**src/rtl/lcd_pkg.sv**
```systemverilog
// Shared types and constants for the HD44780-style LCD write controller.
package lcd_pkg;

    typedef enum logic [2:0] {
        S_PWRUP,
        S_IDLE,
        S_SETUP,
        S_PULSE,
        S_HOLD,
        S_WAIT
    } state_e;

    // Bit positions inside io_lcd_o; [7:0] carries DATA.
    localparam int LCD_ON = 11;
    localparam int LCD_EN = 10;
    localparam int LCD_RS = 9;
    localparam int LCD_RW = 8;

    // Power-up command sequence, entry 0 is sent first.
    localparam logic [3:0][7:0] INIT_ROM  = {8'h06, 8'h01, 8'h0C, 8'h38};

    // Commands that need the long execution wait (clear, home, home variant).
    localparam logic [2:0][7:0] LONG_CMDS = {8'h03, 8'h02, 8'h01};

    function automatic logic is_long(input logic rs, input logic [7:0] d);
        logic hit;
        hit = 1'b0;
        if (!rs) begin
            for (int i = 0; i < 3; i++) begin
                if (d == LONG_CMDS[i]) hit = 1'b1;
            end
        end
        return hit;
    endfunction

    // A zero-cycle phase makes no sense on the wire; run it for one cycle.
    function automatic int clamp1(input int v);
        return (v < 1) ? 1 : v;
    endfunction

endpackage

```
**src/rtl/lcd_timer.sv**
```systemverilog
// Loadable down-counter shared by every timed phase of the controller.
module lcd_timer #(
    parameter int W = 8
) (
    input  logic         clk_i,
    input  logic         rst_ni,
    input  logic         load_i,
    input  logic [W-1:0] value_i,
    output logic         done_o
);

    logic [W-1:0] cnt_q;

    // Load wins; otherwise count down and park at zero (never wraps).
    always_ff @(posedge clk_i or negedge rst_ni) begin
        if (!rst_ni)             cnt_q <= '0;
        else if (load_i)         cnt_q <= value_i;
        else if (cnt_q != '0)    cnt_q <= cnt_q - 1'b1;
    end

    // A phase of N cycles is loaded with N-1, so zero marks its last cycle.
    assign done_o = (cnt_q == '0);

endmodule

```
**src/rtl/lcd_ctrl.sv**
```systemverilog
// LCD write controller: power-up wait, fixed init sequence, then
// request-driven command/data writes with SETUP/PULSE/HOLD/WAIT timing.
module lcd_ctrl
    import lcd_pkg::*;
#(
    parameter int SETUP_CYC = 2,
    parameter int PULSE_CYC = 12,
    parameter int HOLD_CYC  = 1,
    parameter int EXEC_CYC  = 2000,
    parameter int LONG_CYC  = 82000,
    parameter int PWRUP_CYC = 750000
) (
    input  logic        clk_i,
    input  logic        rst_ni,
    input  logic        req_valid_i,
    input  logic        req_rs_i,
    input  logic [7:0]  req_data_i,
    output logic        req_ready_o,
    output logic        busy_o,
    output logic        init_done_o,
    output logic [11:0] io_lcd_o
);

    localparam int SETUP_C = clamp1(SETUP_CYC);
    localparam int PULSE_C = clamp1(PULSE_CYC);
    localparam int HOLD_C  = clamp1(HOLD_CYC);
    localparam int EXEC_C  = clamp1(EXEC_CYC);
    localparam int LONG_C  = clamp1(LONG_CYC);
    localparam int PWRUP_C = clamp1(PWRUP_CYC);

    localparam int M0    = (SETUP_C > PULSE_C) ? SETUP_C : PULSE_C;
    localparam int M1    = (HOLD_C  > EXEC_C)  ? HOLD_C  : EXEC_C;
    localparam int M2    = (LONG_C  > PWRUP_C) ? LONG_C  : PWRUP_C;
    localparam int M3    = (M0 > M1) ? M0 : M1;
    localparam int MAX_C = (M3 > M2) ? M3 : M2;
    localparam int CW    = $clog2(MAX_C + 1);

    state_e      state_q;
    logic [1:0]  idx_q;
    logic        init_done_q;
    logic        armed_q;
    logic        rs_q;
    logic [7:0]  data_q;
    logic        en_q;
    logic        on_q;

    logic          tmr_load;
    logic [CW-1:0] tmr_val;
    logic          tmr_done;
    logic          pwr_end;
    logic          ready;

    assign ready = (state_q == S_IDLE) && init_done_q;

    lcd_timer #(.W(CW)) u_timer (
        .clk_i   (clk_i),
        .rst_ni  (rst_ni),
        .load_i  (tmr_load),
        .value_i (tmr_val),
        .done_o  (tmr_done)
    );

    // Timer reload on every phase change. The counter is zero out of reset,
    // so the first power-up cycle arms it with the remaining PWRUP_C-1 cycles.
    always_comb begin
        tmr_load = 1'b0;
        tmr_val  = '0;
        pwr_end  = armed_q ? tmr_done : (PWRUP_C == 1);
        case (state_q)
            S_PWRUP: begin
                if (pwr_end) begin
                    tmr_load = 1'b1;
                    tmr_val  = CW'(SETUP_C - 1);
                end else if (!armed_q) begin
                    tmr_load = 1'b1;
                    tmr_val  = CW'(PWRUP_C - 2);
                end
            end
            S_IDLE: begin
                if (ready && req_valid_i) begin
                    tmr_load = 1'b1;
                    tmr_val  = CW'(SETUP_C - 1);
                end
            end
            S_SETUP: begin
                if (tmr_done) begin
                    tmr_load = 1'b1;
                    tmr_val  = CW'(PULSE_C - 1);
                end
            end
            S_PULSE: begin
                if (tmr_done) begin
                    tmr_load = 1'b1;
                    tmr_val  = CW'(HOLD_C - 1);
                end
            end
            S_HOLD: begin
                if (tmr_done) begin
                    tmr_load = 1'b1;
                    tmr_val  = is_long(rs_q, data_q) ? CW'(LONG_C - 1) : CW'(EXEC_C - 1);
                end
            end
            S_WAIT: begin
                if (tmr_done && !init_done_q && idx_q != 2'd3) begin
                    tmr_load = 1'b1;
                    tmr_val  = CW'(SETUP_C - 1);
                end
            end
            default: ;
        endcase
    end

    // Main FSM with registered pin drivers; reset drops EN asynchronously.
    always_ff @(posedge clk_i or negedge rst_ni) begin
        if (!rst_ni) begin
            state_q     <= S_PWRUP;
            idx_q       <= 2'd0;
            init_done_q <= 1'b0;
            armed_q     <= 1'b0;
            rs_q        <= 1'b0;
            data_q      <= 8'h00;
            en_q        <= 1'b0;
            on_q        <= 1'b0;
        end else begin
            on_q <= 1'b1;
            case (state_q)
                S_PWRUP: begin
                    armed_q <= 1'b1;
                    if (pwr_end) begin
                        state_q <= S_SETUP;
                        rs_q    <= 1'b0;
                        data_q  <= INIT_ROM[0];
                    end
                end
                S_IDLE: begin
                    if (ready && req_valid_i) begin
                        state_q <= S_SETUP;
                        rs_q    <= req_rs_i;
                        data_q  <= req_data_i;
                    end
                end
                S_SETUP: begin
                    if (tmr_done) begin
                        state_q <= S_PULSE;
                        en_q    <= 1'b1;
                    end
                end
                S_PULSE: begin
                    if (tmr_done) begin
                        state_q <= S_HOLD;
                        en_q    <= 1'b0;
                    end
                end
                S_HOLD: begin
                    if (tmr_done) state_q <= S_WAIT;
                end
                S_WAIT: begin
                    if (tmr_done) begin
                        if (init_done_q) begin
                            state_q <= S_IDLE;
                        end else if (idx_q == 2'd3) begin
                            init_done_q <= 1'b1;
                            state_q     <= S_IDLE;
                        end else begin
                            idx_q   <= idx_q + 2'd1;
                            state_q <= S_SETUP;
                            rs_q    <= 1'b0;
                            data_q  <= INIT_ROM[idx_q + 2'd1];
                        end
                    end
                end
                default: state_q <= S_PWRUP;
            endcase
        end
    end

    assign req_ready_o = ready;
    assign busy_o      = (state_q != S_IDLE);
    assign init_done_o = init_done_q;
    assign io_lcd_o    = {on_q, en_q, rs_q, 1'b0, data_q};

endmodule
```
**config.mk**
```make
export PLATFORM = sky130hd
export DESIGN_NAME = lcd_ctrl
export DESIGN_NICKNAME = d
export VERILOG_FILES = /design/src/rtl/lcd_pkg.sv /design/src/rtl/lcd_timer.sv /design/src/rtl/lcd_ctrl.sv
export SDC_FILE = /design/constraint.sdc
export NUM_CORES = 1
export LEC_CHECK = 0
export CORE_ASPECT_RATIO = 0.7
export CORE_UTILIZATION = 56
export CTS_BUF_LIST = sky130_fd_sc_hd__clkbuf_4 sky130_fd_sc_hd__clkbuf_8 sky130_fd_sc_hd__clkbuf_16
export DETAILED_ROUTE_END_ITERATION = 6
export PLACE_DENSITY = 0.85
export SETUP_SLACK_MARGIN = 0.02
export SLEW_MARGIN = 15
export SYNTH_ARGS = -nofsm -noshare
export SYNTH_HDL_FRONTEND = slang
export SYNTH_SLANG_ARGS = --single-unit
```
**constraint.sdc**
```tcl
create_clock -name clk_i -period 2.5 [get_ports clk_i]
set_clock_uncertainty 0.15 [all_clocks]
set_input_delay 0.75 -clock clk_i [delete_from_list [all_inputs] [get_ports clk_i]]
set_output_delay 0.75 -clock clk_i [all_outputs]
set_load 0.01 [all_outputs]
```
# Yosys cells after proc, flatten, opt, wreduce, memory -nomap -nowiden

Index checks and enable logic that the tools add are counted.

Output and inout bits: 15
Flip-flop bits (word level): 38
Word-level logic and storage cells: 101

Add/sub/neg operators: 2
Order comparisons: 1
Mux-type cells: 51
Bitwise logic cells: 2
Equality and inequality tests: 19
Reduce and logical (&&, ||, !) cells: 17

Operators with widths:

| cell                    | number |
|---|---|
| $pmux W20 S5            | 1 |
| $mux W20                | 4 |
| $mux W8                 | 6 |
| $mux W17                | 2 |
| $pmux W8 S3             | 1 |
| $mux W1                 | 23 |
| $logic_not A20 Y1       | 1 |
| $reduce_bool A20 Y1     | 1 |
| $sub A20 B1 Y20 const B | 1 |
| $mux W3                 | 6 |
| $pmux W3 S6             | 1 |
| $bmux W8 S2             | 1 |
| $eq A8 B2 Y1 const B    | 2 |
| $ne A2 B2 Y1 const B    | 8 |
| $reduce_and A6 Y1       | 2 |
| $eq A8 B1 Y1 const B    | 1 |
| $eq A3 B2 Y1 const B    | 2 |
| $eq A3 B3 Y1 const B    | 2 |
| $logic_and A1 B1 Y1     | 4 |
| $mux W2                 | 2 |
| $mux W4                 | 1 |
| $pmux W1 S4             | 1 |
| $reduce_and A4 Y1       | 1 |
| $reduce_bool A2 Y1      | 2 |
| 15 further kinds        | 16 |

# Depth between registers and ports, before layout

Word-level depth: 11
Depth in mapped cells: 9
Mapped depth without buffers: 7

# Hierarchy

From an unflattened synthesis, not the netlist that was laid out.

Cells, all modules: 249
Area, all modules: 2,394.8 um^2

By module, submodules not included:

| module    | cells each | area each (um^2) | times used |
|---|---|---|---|
| lcd_ctrl  | 122        | 1,209.9          | 1 |
| lcd_timer | 127        | 1,184.9          | 1 |

# Worst setup path before layout

No wires, ideal clock.

Path type: reg2reg
Start point: reg u_timer.cnt_q[0]
End point: reg data_q[0]
Arrival: 1.986 ns
Cell stages (with the launch flop): 9
Path slack: 0.239 ns
Clock period less this slack: 2.261 ns
Path through: dfrtp_1 > inv_1 > ha_1 > nor4b_2 > and4_1 > buf_4 > nand4_2 > a21oi_4 > mux2_2

Longest elaborated chain between the ends: 4
Elaborated cells between the ends (all ways): 5
Classes of those cells: eq/ne (2); mux (1); reduce/logical (2)

Ends and longest elaborated chain:

| item                                 | RTL line        | source |
|---|---|---|
| from (decl)                          | lcd_timer.sv:12 | `logic [W-1:0] cnt_q;` |
| from (signal assigned)               | lcd_timer.sv:17 | `else if (load_i) cnt_q <= value_i;` |
| from (signal assigned)               | lcd_timer.sv:18 | `else if (cnt_q != '0) cnt_q <= cnt_q - 1'b1;` |
| $logic_not A20 Y1 *                  | lcd_timer.sv:22 | `assign done_o = (cnt_q == '0);` |
| $mux W1                              | lcd_ctrl.sv:68  | `pwr_end = armed_q ? tmr_done : (PWRUP_C == 1);` |
| $ne A2 B2 Y1 (no source line)        | -               |  |
| $reduce_and A6 Y1 (no source line) * | -               |  |
| to (signal assigned)                 | lcd_ctrl.sv:132 | `data_q <= INIT_ROM[0];` |
| to (signal assigned)                 | lcd_ctrl.sv:139 | `data_q <= req_data_i;` |
| to (signal assigned)                 | lcd_ctrl.sv:168 | `data_q <= INIT_ROM[idx_q + 2'd1];` |
| to (decl)                            | lcd_ctrl.sv:43  | `logic [7:0] data_q;` |

Mark *: on every way between the ends. The rest lies on a longest branch, timed or not.
A chain may end at the register's enable or synchronous reset.

# Final worst setup path

Start point: reg u_timer.cnt_q[13]
End point: reg state_q[1]

Longest elaborated chain between the ends: 4
Elaborated cells between the ends (all ways): 8
Classes of those cells: eq/ne (5); mux (1); reduce/logical (2)

Ends and longest elaborated chain:

| item                                 | RTL line        | source |
|---|---|---|
| $logic_not A20 Y1 *                  | lcd_timer.sv:22 |  |
| $mux W1                              | lcd_ctrl.sv:68  |  |
| $ne A2 B2 Y1 (no source line)        | -               |  |
| $reduce_and A6 Y1 (no source line) * | -               |  |
| to (signal assigned)                 | lcd_ctrl.sv:116 | `state_q <= S_PWRUP;` |
| to (signal assigned)                 | lcd_ctrl.sv:130 | `state_q <= S_SETUP;` |
| to (signal assigned)                 | lcd_ctrl.sv:137 | `state_q <= S_SETUP;` |
| to (decl)                            | lcd_ctrl.sv:38  | `state_e state_q;` |

Marked as above.

==> flow_summary.toml <==
[status]
status = "finished, final reports clean"

[global_routing]
grt_max_degree = 39
antenna_found_initial = 0
grt_pass1_wl_um = 9473
grt_pass1_vias = 1959
grt-ovfl-total = 0
track_usage_pct = 28.26

[floorplanning]
core_mm2 = 0.003970
die_h_um = 56.08
die_x_um = 79.26
die_area_mm2 = 0.004445
initial_core_util_pct = 58.93
ioPinCount = 27
row_count = 19

[critical_path]
path_buf_inv = 0
cp_cell_sequence = "or3_4 > or3_1 > nor2_1 > a21oi_1 > o311ai_1"
cp_slowest_cell = "or3_1"
cp_top_family = "simple AND/OR/NAND/NOR gates"
criticalPathCategory = "reg2reg"
end_kind = "register"
cp_data_required_time_ns = 2.53
rrSetupSlack_ns = 0.14
arrival_ns = 2.39
cp-start-kind = "register"
path_max_fanout = 9
critPathMaxStageDelay_ns = 0.49

[worst_hold_path]
min_path_type = "in2async"

[detailed_routing]
ant_nets = 0
dr.pass1.iters = 5
met1_length_um = 2690
wl_met2_um = 2505
wl_per_cell_um = 17.26
drc = 0
vias_per_cell = 6.081
wl_met3_um = 460
wl_um = 5764
vias = 2031
first_iter_violations = 236
top_layer = "met4"

[placed_design]
dpl.hpwl_um = 4182
dp_slack_ns = -0.08598
place_congestion = 0.9307
port_buffers = 25
place_area_mm2 = 0.002705

[final_layout]
syn_to_final_growth_pct = 20.70
num_antenna_cells = 0
multi_input_area_mm2 = 0.001275
fin_area_mm2 = 0.002824
layout.nets = 299
fill_cells = 288
regArea_um2 = 950.9
finish.utilization_pct = 71.13
drive_above_1_share_pct = 18.79

[sta]
drv_slew = 0
finalCritPeriodShare_pct = 94.60
post-route-min-period_ns = 2.365
hold_ws_ns = 0.3480
hold_viol = 0
fmax_mhz = 422.8
setup_slack_ns = 0.1350
final-setup-viol-count = 0
rsz0062_at_grt = "false"

[cts]
path_clk_slew_ns = 0.08
cts_buffer_depth = 2
numCtsBuffers = 5
cts_sinks = 38
root_buffer = "clkbuf_8"
cts_tree = "done"
cts_max_level = 2
insertion_delay_ns = 0.30

[pwr]
p_leak_uw = 0.001144
p_per_area_mw_per_mm2 = 392.2
ir_worst_vdd_mv = 0.3345

[logic_synthesis]
synth_area_mm2 = 0.002340
synth-edff-count = 0
yosysMostFrequentCell = "dfrtp_1"
synth_top_cell_area_share_pct = 40.64
avgSynthCellArea_um2 = 9.550
synthDistinctLibCells = 58
synth_fp_nets = 263
synth.largest_area_cell = "dfrtp_1"
synth_cells = 245
ys_top_cells_by_count = "38 x dfrtp_1, 22 x nor2_1, 14 x o21ai_0"
yosysSeqAreaShare_pct = 40.64
ys_seq_elements = 38
synth_flop_cell = "dfrtp_1"
synthArstFlopShare_pct = 100.0
ys_warn_count = 0
synth_area_leaders = "dfrtp_1 41%, mux2i_1 3.9%, nor2_1 3.5%"

[flow_run]
cap_violations = 0
-- final timing paths --
check | from | end | cells after the start
max in group asynchronous | rst_ni | u_timer.cnt_q[1] | 2
worst min-delay path | rst_ni | u_timer.cnt_q[5] | 2
worst min register to register | en_q | en_q | 2
worst max-delay path | u_timer.cnt_q[13] | state_q[1] | 5
worst max register to register | u_timer.cnt_q[13] | state_q[1] | 5
min in group clk_i | en_q | en_q | 2
-- routing by layer --
layer / GRT usage [%] / vias up
li1: - / 954
met5: 0 / -
met3: 5.246 / 10
met1: 42.98 / 975
met2: 39.66 / 92
met4: 10.39 / 0
-- worst register-to-register path, delay by kind of cell, from the launching register on --
family,cells,cell delay [ns]
DFF,1,0.39
and+or+nand+nor,3,1.26
AOI/OAI and AO/OA,2,0.45
-- placed cells by master, fill, tap and decap left out, types with 4 or more instances in the layout --
cell / count
dfrtp_1: 38
nand3_1: 4
clkdlybuf4s50_1: 22
clkbuf_8: 6
xnor2_1: 7
mux2i_1: 9
o211ai_1: 4
nand2_1: 13
buf_4: 21
nand4_1: 5
o21ai_0: 14
nor4_1: 4
xor2_1: 6
nor3_1: 11
inv_1: 10
a21oi_1: 8
mux2_2: 6
nor2_1: 21
ha_1: 6
-- cell type report --
| class | instances | area share, % |
|---|---|---|
| inverter | 10 | 1.329 |
| clock inverter | 1 | 0.1772 |
| multi-input combinational | 180 | 45.15 |
| sequential | 38 | 33.67 |
| tap | 52 | 2.304 |
| timing repair buffer | 46 | 14.18 |
| clock buffer | 7 | 3.190 |
-- flip-flops by register name, indices dropped and copies added, names as in the netlist --
register / flops
u_timer.cnt_q: 20
on_q: 1
idx_q: 2
en_q: 1
armed_q: 1
init_done_o: 1
state_q: 3
data_q: 8
rs_q: 1
-- power breakdown --
part / total, uW / leakage [uW] / switching (uW) / internal, uW
combinational: 35.6 / 0.000657 / 17.9 / 17.7
clock: 457 / 0.0000517 / 223 / 233
sequential: 615 / 0.000436 / 0.239 / 615
total: 1110 / 0.00114 / 241 / 866
-- what timing repair did --
action,CTS,global route
resized for setup,4,3
buffers inserted,0,1
pin swaps,0,1
hold buffers,0,0
setup endpoints to repair,2,23
-- kinds of logic (layout without fill, tap and decap cells) --
logic type | Yosys count | in the layout | share of synthesized area, %
flip-flops | 38 | 38 | 40.64
AO/OA/AOI/OAI | 55 | 55 | 16.47
multiplexers | 15 | 15 | 6.738
XOR/XNOR | 13 | 13 | 4.866
AND/OR/NAND/NOR | 89 | 89 | 22.09
other | 2 | 2 | 0.3210
buffers and inverters | 27 | 64 | 5.669
adder cells (fa/ha/maj) | 6 | 6 | 3.208
-- metrics by stage --
step / setup TNS [ns] / instances / power [uW]
CTS: 0 / 333 / 1107
finish: 0 / 334 / 1108
floorplan: 0 / 245 / 633.2
detailed placement: -0.6112 / 325 / 663.5
global placement: -0.09712 / 325 / 662.8
global route: 0 / 334 / 1144
Note: power is estimated with default switching activity, not from simulation.
